**config.mk**
```make
export PLATFORM = sky130hd
export DESIGN_NAME = temporizador_maquina
export DESIGN_NICKNAME = d
export VERILOG_FILES = /design/src/rtl/temporizador_maquina.sv
export SDC_FILE = /design/constraint.sdc
export NUM_CORES = 1
export LEC_CHECK = 0
export BUFFER_PORTS_ARGS = -buffer_cell sky130_fd_sc_hd__clkbuf_2
export CORE_AREA = 3 3 59 115
export CTS_CLUSTER_DIAMETER = 150
export CTS_CLUSTER_SIZE = 30
export DETAILED_ROUTE_END_ITERATION = 8
export DIE_AREA = 0 0 62 118
export PLACE_DENSITY = 0.72
export SLEW_MARGIN = 10
export SYNTH_ARGS = -nofsm -noshare
export SYNTH_HDL_FRONTEND = slang
export SYNTH_SLANG_ARGS = --single-unit
```
**constraint.sdc**
```tcl
create_clock -name clock -period 3.7 [get_ports clock]
set_clock_uncertainty 0.2 [all_clocks]
set_input_delay 0.37 -clock clock [delete_from_list [all_inputs] [get_ports clock]]
set_output_delay 0.37 -clock clock [all_outputs]
set_load 0.01 [all_outputs]
```
**src/rtl/temporizador_maquina.sv**
```systemverilog
// -----------------------------------------------------------------------------
// temporizador_maquina
//
// Shared timer scheduler for the beverage-machine state machine. A single
// prescaler and a single seconds counter serve seven per-state timer requests.
// Raising a request level starts a countdown of that request's duration. The
// matching done bit is the state machine's T* expiry input.
//
// Ports
//   clock      in   1  system clock, all logic on posedge
//   reset_n    in   1  asynchronous active-low reset
//   req        in   7  request levels {sensor,errMoeda,entre,aqueci,pressu,
//                      moeda,bebida}
//   done       out  7  expiry level, one-hot or zero; bit i answers req[i]
//   remaining  out  4  seconds left for the active request, 0 when idle or
//                      expired
//   busy       out  1  high while a countdown is running
//   multi_req  out  1  high the cycle after more than one req bit was sampled
//
// Parameters
//   TICK_DIV   clock cycles per one-second tick (>= 2)
//   DUR_LONG   seconds for bebida, moeda, aqueci (1..15)
//   DUR_SHORT  seconds for pressu, entre (1..15)
//   DUR_ERR    seconds for errMoeda, sensor (1..15)
// -----------------------------------------------------------------------------
module temporizador_maquina #(
  parameter int unsigned TICK_DIV  = 50_000_000,
  parameter logic [3:0]  DUR_LONG  = 4'd10,
  parameter logic [3:0]  DUR_SHORT = 4'd2,
  parameter logic [3:0]  DUR_ERR   = 4'd6
) (
  input  logic       clock,
  input  logic       reset_n,
  input  logic [6:0] req,
  output logic [6:0] done,
  output logic [3:0] remaining,
  output logic       busy,
  output logic       multi_req
);

  localparam int PW = (TICK_DIV > 1) ? $clog2(TICK_DIV) : 1;
  localparam logic [PW-1:0] PRESC_LAST = PW'(TICK_DIV - 1);

  typedef enum logic [1:0] {
    ST_IDLE    = 2'd0,
    ST_COUNT   = 2'd1,
    ST_EXPIRED = 2'd2
  } state_t;

  // Index of the lowest set request bit; lower index has priority.
  function automatic logic [2:0] lowest_idx(input logic [6:0] r);
    logic [2:0] res;
    res = 3'd0;
    for (int i = 6; i >= 0; i--) begin
      if (r[i]) begin
        res = 3'(i);
      end else begin
        res = res;
      end
    end
    return res;
  endfunction

  // True when two or more request bits are high at once.
  function automatic logic more_than_one(input logic [6:0] r);
    return ((r & (r - 7'd1)) != 7'd0);
  endfunction

  // Countdown length in seconds for each request slot.
  function automatic logic [3:0] dur_of(input logic [2:0] i);
    logic [3:0] d;
    case (i)
      3'd0:    d = DUR_LONG;
      3'd1:    d = DUR_LONG;
      3'd2:    d = DUR_SHORT;
      3'd3:    d = DUR_LONG;
      3'd4:    d = DUR_SHORT;
      3'd5:    d = DUR_ERR;
      3'd6:    d = DUR_ERR;
      default: d = DUR_LONG;
    endcase
    return d;
  endfunction

  // One-hot done pattern for a request slot.
  function automatic logic [6:0] onehot_of(input logic [2:0] i);
    return 7'd1 << i;
  endfunction

  state_t        state_q, state_d;
  logic [2:0]    idx_q, idx_d;
  logic [PW-1:0] presc_q, presc_d;
  logic [3:0]    remaining_q, remaining_d;
  logic [6:0]    done_q, done_d;
  logic          busy_q, busy_d;
  logic          multi_req_q, multi_req_d;

  logic          any_req_s;
  logic [2:0]    load_idx_s;

  assign any_req_s  = |req;
  assign load_idx_s = lowest_idx(req);

  // Next-state and next-output computation for the scheduler.
  always_comb begin
    state_d     = state_q;
    idx_d       = idx_q;
    presc_d     = presc_q;
    remaining_d = remaining_q;
    done_d      = done_q;

    case (state_q)
      ST_IDLE: begin
        if (any_req_s) begin
          idx_d       = load_idx_s;
          remaining_d = dur_of(load_idx_s);
          presc_d     = '0;
          state_d     = ST_COUNT;
          done_d      = 7'd0;
        end else begin
          state_d     = ST_IDLE;
          remaining_d = 4'd0;
        end
      end

      ST_COUNT: begin
        if (!req[idx_q]) begin
          // Winner dropped: abort without signalling done, then either hand
          // off to the next requester or return to idle.
          done_d  = 7'd0;
          presc_d = '0;
          if (any_req_s) begin
            idx_d       = load_idx_s;
            remaining_d = dur_of(load_idx_s);
            state_d     = ST_COUNT;
          end else begin
            remaining_d = 4'd0;
            state_d     = ST_IDLE;
          end
        end else if (presc_q == PRESC_LAST) begin
          presc_d = '0;
          if (remaining_q <= 4'd1) begin
            // Last second elapsed; saturate at zero and raise expiry.
            remaining_d = 4'd0;
            state_d     = ST_EXPIRED;
            done_d      = onehot_of(idx_q);
          end else begin
            remaining_d = remaining_q - 4'd1;
          end
        end else begin
          presc_d = presc_q + PW'(1);
        end
      end

      ST_EXPIRED: begin
        if (!req[idx_q]) begin
          done_d  = 7'd0;
          presc_d = '0;
          if (any_req_s) begin
            idx_d       = load_idx_s;
            remaining_d = dur_of(load_idx_s);
            state_d     = ST_COUNT;
          end else begin
            remaining_d = 4'd0;
            state_d     = ST_IDLE;
          end
        end else begin
          // Hold expiry while the requester still asserts its level.
          done_d = onehot_of(idx_q);
        end
      end

      default: begin
        state_d     = ST_IDLE;
        idx_d       = 3'd0;
        presc_d     = '0;
        remaining_d = 4'd0;
        done_d      = 7'd0;
      end
    endcase

    busy_d      = (state_d == ST_COUNT);
    multi_req_d = more_than_one(req);
  end

  // State and registered outputs, cleared immediately by reset_n.
  always_ff @(posedge clock or negedge reset_n) begin
    if (!reset_n) begin
      state_q     <= ST_IDLE;
      idx_q       <= 3'd0;
      presc_q     <= '0;
      remaining_q <= 4'd0;
      done_q      <= 7'd0;
      busy_q      <= 1'b0;
      multi_req_q <= 1'b0;
    end else begin
      state_q     <= state_d;
      idx_q       <= idx_d;
      presc_q     <= presc_d;
      remaining_q <= remaining_d;
      done_q      <= done_d;
      busy_q      <= busy_d;
      multi_req_q <= multi_req_d;
    end
  end

  assign done      = done_q;
  assign remaining = remaining_q;
  assign busy      = busy_q;
  assign multi_req = multi_req_q;

endmodule

```
# == Word level (Yosys, flattened, before mapping) ==
# Index checks and enable logic that the tools add are counted.
# classes
addsub,3
multipliers,0
n_div,0
order_cmp,2
eq_ne,13
shift,1
mux,36
bitwise_logic,1
n_reduce_logical,9
# ops
op,n
$mux 26,4
$pmux 26 s3,1
$mux 7,5
$mux 3,9
$add 26x1->26 const B,1
$eq 26x26->1 const B,1
$pmux 7 s3,1
$mux 4,5
$pmux 4 s3,1
$eq 3x3->1 const B,3
$mux 2,4
$pmux 4 s2,1
$and 7x7->7,1
$reduce_bool 7->1,1
$reduce_or 7->1,1
$shl 1x3->7 const A,1
$sub 7x1->7 const B,1
$ne 2x2->1 const B,3
$ne 3x3->1 const B,2
$pmux 2 s3,1
$pmux 3 s2,1
$reduce_or 2->1,3
$eq 2x1->1 const B,2
$le 4x1->1 const B,1
other kinds (9),11
# totals
regBits,44
latchBits,0
ramBits,0
mem_bits_ro,0
out_inout_bits,13
wordCells,72
memories,0

# == Logic depth before layout (Yosys ltp) ==
# logic_depth
depth_word,13
mapped_depth,8
depth_no_buf,7

# == Worst setup path after synthesis ==
# Ideal clock, no wire load.
# synth_path
path_type,reg-to-reg
startpoint,register presc_q[0]
endpoint,register presc_q[24]
arrival_ns,2.378
t_required_ns,3.420
slack_ns,1.042
path_stages_with_launch,8
period_less_slack_ns,2.658
path_cell_list,dfrtp_1 -> ha_1 -> nand3_2 -> or4_1 -> buf_2 -> or4b_4 -> or4_1 -> a21oi_1
# synth_between
elab_chain_len,4
word_cells_on_any_way,5
classes_between,add/sub: 1; eq/ne: 1; mux: 3
# synth_rtl
element,line,rtl
from (decl),92,"logic [PW-1:0] presc_q, presc_d;"
from (signal assigned),199,presc_q <= presc_d;
$add 26x1->26 or $eq 26x26->1 (tied branches),"151, 140",
$mux 26 (*),140,end else if (presc_q == PRESC_LAST) begin
$mux 26 (*),127,if (!req[idx_q]) begin
$pmux 26 s3 (*),112,case (state_q)
# Mark *: on every way between the ends. The rest lies on a longest branch, timed or not.
# A chain may end at the register's enable or synchronous reset.

# == Final worst setup path ==
# layout_path
startpoint,register state_q[0]
endpoint,register presc_q[24]
# layout_between
elab_chain_len,3
word_cells_on_any_way,7
classes_between,eq/ne: 4; mux: 1; reduce/logical: 2
# layout_rtl
element,line,rtl
from (decl),90,"state_t state_q, state_d;"
from (signal assigned),197,state_q <= state_d;
$eq 2x2->1 or $logic_not 2->1 (tied branches),112,
$ne 2x2->1 (no line),--,
$reduce_and 2->1 (no line),--,
# Parallel ways exist; a longest one is shown, timed or not.

==> results by group <==
Worst setup path
  • Startpoint type of the worst setup path: flop
  • Worst path arrival time: 2.94 ns
  • CP Cell Sequence: inv_1, ha_1, inv_1, a32oi_1, a21oi_1, a21oi_1
  • Worst Path Required: 3.71 ns
  • Critical Setup Path Class: flop to flop
  • Delay-heaviest family, CP: compound AO/OA/AOI/OAI gates
  • CP Capture Type: flop
  • Worst path bufs/invs: 2
  • Worst setup path endpoint: presc_q[24]$_DFFE_PN0P_
  • Critical path fanouts, max: 22
  • WP depth: 6
  • FF-to-FF setup slack: 0.77 ns
  • Worst r2r src: state_q[0]$_DFF_PN0_
  • Worst setup startpoint: state_q[0]$_DFF_PN0_
  • Reg-to-reg endpoint: presc_q[24]$_DFFE_PN0P_
  • Max incr delay on CP: 0.66 ns
  • Slowest-stage cell, CP: a32oi_1
  • R2R depth: 6

Placed design
  • RePlAce Congestion: 0.896
  • DP Wirelength: 5.75 mm
  • Port Buffers: 21

Drt
  • DRT antenna net count: 0
  • Post-DR vias/cell: 6.33
  • Post-Route WL: 7.77 mm
  • First-pass DRT Iterations: 6
  • DRC viols: 0
  • DR iter-0 viols: 99
  • WL/cell: 17.6 µm
  • Via count: 2792

CTS
  • Num Clock Sinks: 44
  • Clock buffer depth: 2
  • CTS tree: done
  • Post-CTS setup repair buffer count: 0
  • Worst-skew pair later-pin latency: 0.29 ns
  • Cts repair resizes: 0
  • H-tree depth: 2
  • Root Driver: clkbuf_16
  • Num CTS Buffers: 5
  • Clk slew on worst S/H paths: 0.06 ns

Yosys
  • EDFF count, synth: 0
  • Mapped Cells: 336
  • Ys async rst share: 100%
  • Cell area after synthesis: 0.00292 mm²
  • Sequential area share after synthesis: 37.7%
  • Syn_area_per_cell: 8.69 µm²
  • Cell variety after synth: 60
  • Top_reg_cell synth: dfrtp_1
  • Yosys warns: 0
  • Yosys reg bits: 44
  • Net count after synthesis: 353

Timing
  • Setup TNS: 0 ns
  • Final setup fails: 0
  • Share of the clock period used by the worst path after layout: 79.2%
  • Slew @ Worst Pin: 0.808 ns
  • Max-Slew Margin vs Limit: 46.1%
  • RSZ-0062 raised after global routing: false
  • Hold WS: 0.206 ns
  • Fmax: 0.341 GHz
  • Fin crit period: 2.93 ns
  • Fin. Hold Viols: 0
  • Final Max Slew Viols: 0

Floorplan
  • DIE HEIGHT: 118 µm
  • Die X-Extent: 62 µm
  • Rows: 40
  • Starting Density: 48.2%
  • Core area: 0.00606 mm²
  • Boundary pin count: 22
  • Full die area: 0.00732 mm²

Run
  • Max_cap viols: 0

Power
  • P_sw: 0.823 mW
  • Sequential power share: 32.4%
  • Sw Ratio: 41.0%
  • Total power: 2.01 mW
  • Power Internal: 1.19 mW
  • Logic gate share of total power: 41.6%
  • Leakage Power: 1.30 nW
  • Clock power share: 26.0%
  • Power Density: 608 mW/mm²
  • Peak VDD IR: 502 µV

Finish
  • Layout area overhead: 13.1%
  • Share of layout cells above drive strength 1: 15.4%
  • Antenna fix cells: 0
  • Fin nets: 373

GRT
  • Pin count of the biggest net entering global routing: 28
  • Antenna violations before repair: 0
  • Grt ovf: 0
  • Global-route wire length before repair: 13.2 mm
  • Total GRT Usage: 23.6%
  • Number of global-route vias before repair: 2795

Status
  • Outcome: finished clean

Hold path
  • Class of the worst hold path: input pin to flop
## metal layers
metal | share of wire [%] | global-route usage (%)
met1 | 37 | 25.6
met2 | 56 | 41.2
met3 | 3.0 | 3.84
met4 | 3.7 | 11.6
met5 | 0 | 0
## Yosys cell counts, drive strengths merged, types with 5 or more instances
master  count  area share [%]
dfrtp      44              38
a21oi      27             4.8
o31ai      14             3.6
or3         5             1.1
o21ai      24             4.1
nand2b      5             1.1
clkbuf     14             1.8
nand4      10             2.1
nand2      30             3.9
or4         9             2.3
o211ai      8             2.1
nor2       14             1.8
nand3      17             3.3
nor4        9             1.9
nor3       10             1.7
mux2        7             2.7
ha          8             3.4
inv        13             1.7
## power groups by stage
stage          clock (mW)  sequential (mW)  combinational [mW]
2_1_floorplan           0            0.643               0.575
3_3_place_gp            0            0.654               0.812
3_5_place_dp            0            0.660               0.822
4_1_cts             0.527            0.651               0.829
5_1_grt             0.538            0.668               0.923
6_report            0.522            0.651               0.835
## cell usage in the layout (no fill, tap or decap), types with 3 or more instances in the layout
cell,instances
dfrtp_1,44
nand2_1,30
a21oi_1,26
o21ai_0,24
clkbuf_2,21
nand3_1,15
nor2_1,14
o31ai_1,14
inv_1,13
nor3_1,10
nand4_1,10
or4_1,9
nor4_1,9
o211ai_1,8
ha_1,8
mux2_2,7
buf_4,7
or3_1,5
nand2b_1,5
clkbuf_16,5
a211oi_1,4
a31oi_1,4
and2_1,3
or2_2,3
and4_1,3
and3_1,3
nor3b_1,3
## how the worst min path moves through the flow
stage,depth (start not counted),to,from
after global routing,3,multi_req$_DFF_PN0_,req[6]
final,3,multi_req$_DFF_PN0_,req[6]
after floorplan,0,busy$_DFF_PN0_,reset_n
after CTS,3,multi_req$_DFF_PN0_,req[6]
after global placement,1,remaining[0]$_DFFE_PN0P_,reset_n
after detailed placement,1,remaining[0]$_DFFE_PN0P_,reset_n
## repair_timing
action	in CTS	in global routing
hold endpoints to repair	26	0
hold buffers	1	0
setup endpoints to repair	0	0
## final cells by class
| type | count | area, µm² |
|---|---|---|
| Fill cell | 578 | 2750 |
| Multi-Input combinational cell | 262 | 1700 |
| Timing Repair Buffer | 29 | 168 |
| Clock buffer | 5 | 125 |
| Tap cell | 84 | 105 |
| Inverter | 14 | 52.6 |
| Sequential cell | 44 | 1100 |
| Clock inverter | 3 | 46.3 |
## sequential cells by signal, indices dropped and copies added (netlist names)
name	flops
busy	1
multi_req	1
idx_q	3
done	7
remaining	4
presc_q	26
state_q	2
## worst reg2reg max path, cell delays in order, from the launching register on
cell     delay, ns
dfrtp_1       0.43
inv_1         0.10
ha_1          0.64
inv_1         0.23
a32oi_1       0.66
a21oi_1       0.37
a21oi_1       0.22
## through the flow
stage	cell area (µm²)	instances	utilization, %	setup WS (ns)
final	3300	441	54.5	0.770
after CTS	3300	441	54.5	0.814
after global placement	3120	432	51.5	0.947
after global routing	3300	441	54.5	0.456
after floorplan	2920	336	-	1.04
after detailed placement	3120	432	51.5	0.839
## kinds of logic (layout without fill, tap and decap cells)
| group | Yosys count | after routing | synth area share (%) |
|---|---|---|---|
| and+or+nand+nor | 136 | 136 | 26.6 |
| adders and majority gates | 9 | 9 | 3.77 |
| xor gates and xnor gates | 1 | 1 | 0.300 |
| muxes | 10 | 10 | 4.16 |
| buffers and inverters | 30 | 51 | 3.94 |
| DFF | 44 | 44 | 37.7 |
| AOI/OAI and AO/OA | 106 | 106 | 23.6 |
Note: power is estimated with default switching activity, not from simulation.
